### src/rtl/wb_port_scheduler.sv
`default_nettype none
// +--------------------------------------------------------------------------+
// | Module : wb_port_scheduler                                               |
// | Brief  : Arbitrates load-return, ALU and JAL onto one register-file     |
// |          write port, with a 2-entry ALU/JAL holding FIFO.                |
// |          Optional sticky err output under macro WB_SCHED_ERR_EN.         |
// | Rev    : 1.0 - initial release                                           |
// +--------------------------------------------------------------------------+
module wb_port_scheduler (
    input  logic        clk,
    input  logic        rst_n,
    input  logic        alu_vld,
    input  logic [3:0]  alu_dst,
    input  logic [15:0] alu_data,
    input  logic        jal_vld,
    input  logic [15:0] link_data,
    input  logic        ld_req,
    input  logic [3:0]  ld_dst,
    input  logic        mem_vld,
    input  logic [15:0] mem_data,
    output logic        wb_en,
    output logic [3:0]  wb_dst,
    output logic [15:0] wb_data,
    output logic        stall,
    output logic        ld_pend
`ifdef WB_SCHED_ERR_EN
    ,
    output logic        err
`endif
);

    localparam logic [0:0] c_st_idle    = 1'b0;
    localparam logic [0:0] c_st_ld_wait = 1'b1;
    localparam logic [3:0] c_link_reg   = 4'hF;

    logic [0:0]  r_state;
    logic [3:0]  r_pend_dst;
    logic [3:0]  r_fifo_dst  [2];
    logic [15:0] r_fifo_data [2];
    logic        r_wr_ptr;
    logic        r_rd_ptr;
    logic [1:0]  r_cnt;
    logic        r_wb_en;
    logic [3:0]  r_wb_dst;
    logic [15:0] r_wb_data;

    logic        w_ld_wait;
    logic        w_ld_ret;
    logic        w_stall;
    logic        w_ld_acc;
    logic        w_new_vld;
    logic [3:0]  w_new_dst;
    logic [15:0] w_new_data;
    logic        w_fifo_ne;
    logic        w_fifo_full;
    logic        w_deq;
    logic        w_enq_req;
    logic        w_drop;
    logic        w_enq;
    logic        w_win;
    logic [3:0]  w_win_dst;
    logic [15:0] w_win_data;

    assign w_ld_wait   = (r_state == c_st_ld_wait);
    assign w_ld_ret    = w_ld_wait & mem_vld;
    assign w_fifo_ne   = (r_cnt != 2'd0);
    assign w_fifo_full = (r_cnt == 2'd2);
    assign w_stall     = w_fifo_full | (w_ld_wait & ld_req & ~mem_vld);
    assign w_ld_acc    = ld_req & ~w_stall;

    // JAL shadows a simultaneous ALU result entirely.
    assign w_new_vld  = jal_vld | alu_vld;
    assign w_new_dst  = jal_vld ? c_link_reg : alu_dst;
    assign w_new_data = jal_vld ? link_data : alu_data;

    // Queue behind older entries or behind a winning load so ALU/JAL order holds.
    assign w_deq     = w_fifo_ne & ~w_ld_ret;
    assign w_enq_req = w_new_vld & (w_fifo_ne | w_ld_ret);
    assign w_drop    = w_enq_req & w_fifo_full & ~w_deq;
    assign w_enq     = w_enq_req & ~w_drop;

    always_comb begin
        w_win      = 1'b0;
        w_win_dst  = 4'd0;
        w_win_data = 16'd0;
        if (w_ld_ret) begin
            w_win      = 1'b1;
            w_win_dst  = r_pend_dst;
            w_win_data = mem_data;
        end else if (w_fifo_ne) begin
            w_win      = 1'b1;
            w_win_dst  = r_fifo_dst[r_rd_ptr];
            w_win_data = r_fifo_data[r_rd_ptr];
        end else if (w_new_vld) begin
            w_win      = 1'b1;
            w_win_dst  = w_new_dst;
            w_win_data = w_new_data;
        end
    end

    always_ff @(posedge clk or negedge rst_n) begin
        if (!rst_n) begin
            r_state    <= c_st_idle;
            r_pend_dst <= 4'd0;
        end else begin
            case (r_state)
                c_st_idle: begin
                    if (w_ld_acc) begin
                        r_state    <= c_st_ld_wait;
                        r_pend_dst <= ld_dst;
                    end
                end
                c_st_ld_wait: begin
                    if (mem_vld) begin
                        if (w_ld_acc) begin
                            r_pend_dst <= ld_dst;
                        end else begin
                            r_state <= c_st_idle;
                        end
                    end
                end
                default: r_state <= c_st_idle;
            endcase
        end
    end

    always_ff @(posedge clk or negedge rst_n) begin
        if (!rst_n) begin
            r_wr_ptr       <= 1'b0;
            r_rd_ptr       <= 1'b0;
            r_cnt          <= 2'd0;
            r_fifo_dst[0]  <= 4'd0;
            r_fifo_dst[1]  <= 4'd0;
            r_fifo_data[0] <= 16'd0;
            r_fifo_data[1] <= 16'd0;
        end else begin
            if (w_enq) begin
                r_fifo_dst[r_wr_ptr]  <= w_new_dst;
                r_fifo_data[r_wr_ptr] <= w_new_data;
                r_wr_ptr              <= ~r_wr_ptr;
            end
            if (w_deq) begin
                r_rd_ptr <= ~r_rd_ptr;
            end
            case ({w_enq, w_deq})
                2'b10:   r_cnt <= r_cnt + 2'd1;
                2'b01:   r_cnt <= r_cnt - 2'd1;
                default: r_cnt <= r_cnt;
            endcase
        end
    end

    // Address and data hold on idle cycles; only the enable drops.
    always_ff @(posedge clk or negedge rst_n) begin
        if (!rst_n) begin
            r_wb_en   <= 1'b0;
            r_wb_dst  <= 4'd0;
            r_wb_data <= 16'd0;
        end else begin
            r_wb_en <= w_win;
            if (w_win) begin
                r_wb_dst  <= w_win_dst;
                r_wb_data <= w_win_data;
            end
        end
    end

    assign wb_en   = r_wb_en;
    assign wb_dst  = r_wb_dst;
    assign wb_data = r_wb_data;
    assign stall   = w_stall;
    assign ld_pend = w_ld_wait;

`ifdef WB_SCHED_ERR_EN
    logic r_err;

    always_ff @(posedge clk or negedge rst_n) begin
        if (!rst_n) begin
            r_err <= 1'b0;
        end else if (w_drop | (~w_ld_wait & mem_vld) | (jal_vld & alu_vld)) begin
            r_err <= 1'b1;
        end
    end

    assign err = r_err;
`endif

endmodule
`default_nettype wire

### config.mk
export PLATFORM = sky130hd
export DESIGN_NAME = wb_port_scheduler
export DESIGN_NICKNAME = d
export VERILOG_FILES = /design/src/rtl/wb_port_scheduler.sv
export SDC_FILE = /design/constraint.sdc
export NUM_CORES = 1
export LEC_CHECK = 0
export BUFFER_PORTS_ARGS = -buffer_cell sky130_fd_sc_hd__buf_4
export CORE_MARGIN = 4
export CORE_UTILIZATION = 40
export CTS_CLUSTER_SIZE = 24
export DETAILED_ROUTE_END_ITERATION = 6
export HOLD_SLACK_MARGIN = 0.1
export PLACE_DENSITY = 0.75
export RECOVER_POWER = 50
export SYNTH_ARGS = -nofsm -noshare
export SYNTH_HDL_FRONTEND = slang
export SYNTH_SLANG_ARGS = --single-unit
### constraint.sdc
create_clock -name clk -period 5.1 [get_ports clk]
set_input_delay 1.02 -clock clk [delete_from_list [all_inputs] [get_ports clk]]
set_output_delay 1.02 -clock clk [all_outputs]
set_load 0.05 [all_outputs]
==> summary.md <==
| Metric | Value |
|---|---|
| Antenna violations before repair | 0 |
| Crit-path max cell delay | between 1000 and 1500 ps |
| Filler cells | 795 |
| Internal power | 1.53 mW |
| Critical path class | input pin to flop |
| Period utilisation layout | between 60% and 70% |
| Setup crit start kind | input pin |
| Clock Root Buffer | clkbuf_8 |
| Vias in the first global route | 2807 |
| Sequential power share | 37.7% |
| Detail Placement HPWL | 5900 um |
| Initial DRC Count | approximately 200 |
| Ratio of cells with drive above 1 in the final layout | 27.5% |
| Wirelength per Cell | 15.9 um |
| Row cnt | 33 |
| CP delay by family, top | compound AO/OA/AOI/OAI gates |
| DRC Markers | 0 |
| First-pass GRT wire length | 13600 um |
| Inserted Clock Buffers | 9 |
| Slowest-stage cell, CP | o31ai_1 |
| Leak | between 1.5 and 2 nW |
| CP Max Fanout | 26 |
| H-tree depth | 3 |
| Switching Fraction | 44.3% |
| Total GRT Usage | 17.2% |
| Min-Delay Path Class | flop to flop |
| Largest net degree at the start of global routing | slightly above 70 |
| Tmin final | 3150 ps |
| Post-DP Area | between 4000 and 5000 sq um |
| CP Cell Sequence | clkbuf_1 > and3b_1 > o31ai_1 > buf_4 > o21ai_0 |
| Max clock buf depth | 2 |
| Pwr/cell area | between 600 and 700 nW/um^2 |
| Sink Count | 70 |
| Final Max Slew Viols | 16 |
| RR Startpoint | ld_pend |
| Routed WL | ~8400 um |
| DR vias/cell | 5.22 |
| Register Area | 1750 sq um |
| # setup viols final | 0 |
| Placed Cells | 514 |
| IO Pins | 85 |
| R2R Setup Slk | 2300 ps |
| Netlist cell types | 35 |
| Post-synthesis instance total | 347 |
| Die height | 100 um |
| Status | complete, but fails checks |
| Nets | a little under 500 |
| Clock transition at path regs | 70 ps |
| Area of the multi-input gates | 1460 sq um |
| Post-route cell area | ~4200 sq um |
| Clock power frac | ~14% |
| Hold Path Origin | r_fifo_data[15] |
| Hold Crit Depth | 2 |
| Final ANT Viol Nets | 0 |
| Worst EP arrival | approximately 3300 ps |
| CP Capture Type | flop |
| CP required | approximately 5300 ps |
| Placer Congestion | between 0.7 and 0.8 |
| Logic pwr share | 48.2% |
| Layout Skew | slightly above 9 ps |
| Synth Area per Inst | 9.79 sq um |
| RR Endpoint | r_fifo_data[4] |
| Synthesized cell area | ~3400 sq um |
| Hold EP | r_fifo_data[15] |
| Setup TNS | 0 ps |
| Initial Util | 41.1% |
| R2R depth | 4 |
| Die area | 10000 sq um |
| CORE AREA | 8260 sq um |
| DRT Pass-1 Iters | 5 |
| Buf+Inv Stages, Crit Path | 2 |
| Die Wd | around 100 um |
| Area Growth Syn to Fin | 22.7% |
| Max_slew headroom | -9.21% |
| TritonCTS clock tree | yes |
| Failing checks | capacitance limit, slew limit |
| Synth warn | 0 |
| Ant diodes | 0 |
| CTS Hold Bufs | 0 |
| Maximum clock frequency | roughly 320 MHz |
| Actual slew at the worst max-slew pin | 1620 ps |
| RSZ-0062 raised after global routing | no |
| Non-filler instance count after layout | 527 |
| Gr ovfl total | 0 |
| Max cap viols | 1 |
| Port bufs | 84 |
| Sw power | 1.22 mW |
| Peak supply drop | 0.339 mV |
| FF+latch count, synth | 70 |
| Core Util, Final | 50.5% |
| CTS resizes | 0 |
| Hold Fails Final Rpt | 0 |
| Vias | 2750 |
| Sequential area share after synthesis | 51.6% |
| Syn Nets | 410 |
| Worst-skew pair later-pin latency | 330 ps |
| Postcts setup bufs | 0 |
[metal layers]
layer	routed length, um	track usage (%)	vias to the layer above
met5	0	0	-
met1	3710	22.6	1322
li1	-	-	1353
met2	4170	28.1	64
met3	390	3.34	11
met4	126	6.63	0
[registers in the layout, indices dropped and copies added, names as in the netlist]
| signal | flops |
|---|---|
| r_fifo_data | 32 |
| r_pend_dst | 4 |
| r_fifo_dst | 8 |
| ld_pend | 1 |
| r_cnt | 2 |
| wb_dst | 4 |
| r_rd_ptr | 1 |
| wb_data | 16 |
| wb_en | 1 |
| r_wr_ptr | 1 |
[synthesized netlist by cell type]
master | number | area [sq um]
a21boi_2 | 1 | 11.3
a21oi_1 | 8 | 40.0
a222oi_1 | 8 | 80.1
a22oi_1 | 2 | 15.0
and2_1 | 1 | 6.26
and3_1 | 1 | 6.26
and3b_1 | 1 | 8.76
buf_2 | 16 | 80.1
buf_4 | 2 | 15.0
buf_6 | 2 | 22.5
clkbuf_1 | 3 | 11.3
clkbuf_2 | 1 | 5.00
dfrtp_1 | 70 | 1750
ha_1 | 1 | 12.5
inv_1 | 10 | 37.5
inv_2 | 1 | 3.75
mux2_2 | 14 | 158
mux2i_1 | 26 | 260
nand2_1 | 55 | 206
nand3b_1 | 1 | 7.51
nor2_1 | 34 | 128
nor2_2 | 2 | 12.5
nor3_1 | 20 | 100
nor3_4 | 1 | 16.3
o211ai_1 | 3 | 22.5
o21a_1 | 1 | 7.51
o21ai_0 | 31 | 155
o21ai_1 | 21 | 105
o21ba_2 | 1 | 10.0
o31ai_4 | 2 | 42.5
o32ai_1 | 1 | 8.76
or2_4 | 1 | 8.76
or3_1 | 1 | 6.26
xnor2_1 | 3 | 26.3
xor2_1 | 1 | 8.76
[layout by cell type (no fill, tap or decap), drive strengths merged, types with 3 or more instances in the layout]
cell type / Yosys / layout
xnor2: 3 / 3
a21oi: 8 / 8
dfrtp: 70 / 70
inv: 11 / 11
nand2: 55 / 55
nor2: 36 / 36
clkbuf: 4 / 16
a222oi: 8 / 8
mux2i: 26 / 26
nor3: 21 / 21
o211ai: 3 / 3
buf: 20 / 81
mux2: 14 / 14
o21ai: 52 / 52
[logic make-up (layout without fill, tap and decap cells)]
family | after synthesis | after routing | share of synthesized area (%)
and+or+nand+nor | 118 | 118 | 14.9
AOI/OAI and AO/OA | 79 | 79 | 14.7
DFF | 70 | 70 | 51.6
muxes | 40 | 40 | 12.3
buffers and inverters | 35 | 110 | 5.16
xor gates and xnor gates | 4 | 4 | 1.03
adders and majority gates | 1 | 1 | 0.368
[how the worst max path moves through the flow]
stage / from / endpoint / depth (start not counted)
after floorplan: mem_vld / stall / 2
after global placement: mem_vld / r_cnt[1] / 7
after detailed placement: jal_vld / wb_data[0] / 6
after CTS: mem_vld / stall / 4
after global routing: mem_vld / r_fifo_data[8] / 5
final: mem_vld / r_fifo_data[4] / 5
[tightest hold or removal path, delay by kind of cell (launching register included)]
family | cells | cell delay (ps)
flip-flops | 1 | 340
AND/OR/NAND/NOR | 1 | 40
AO/OA/AOI/OAI | 1 | 60
[metrics by stage]
stage / hold slack [ps] / worst slack, ps / power [mW]
6_report: 479 / 1950 / 2.75
5_1_grt: 501 / 1790 / 2.95
4_1_cts: 482 / 2440 / 2.79
3_5_place_dp: 467 / 2100 / 2.40
3_3_place_gp: 456 / 2160 / 2.35
2_1_floorplan: 444 / 2350 / 2.03
[power groups by stage]
stage | Sequential (mW) | Combinational (mW) | Clock (mW)
2_1_floorplan | 1.25 | 0.786 | 0
3_3_place_gp | 1.04 | 1.31 | 0
3_5_place_dp | 1.05 | 1.35 | 0
4_1_cts | 1.04 | 1.36 | 0.393
5_1_grt | 1.07 | 1.46 | 0.416
6_report | 1.04 | 1.33 | 0.387
[layout make-up]
type                       count  area share [%]
clock inverter                 2           0.240
inverter                      11           0.990
clock buffer                  11            3.63
sequential                    70            42.0
multi-input combinational    242            34.9
timing repair buffer          86            15.0
tap                          105            3.15
No activity file was read; power rests on OpenSTA's default activity.
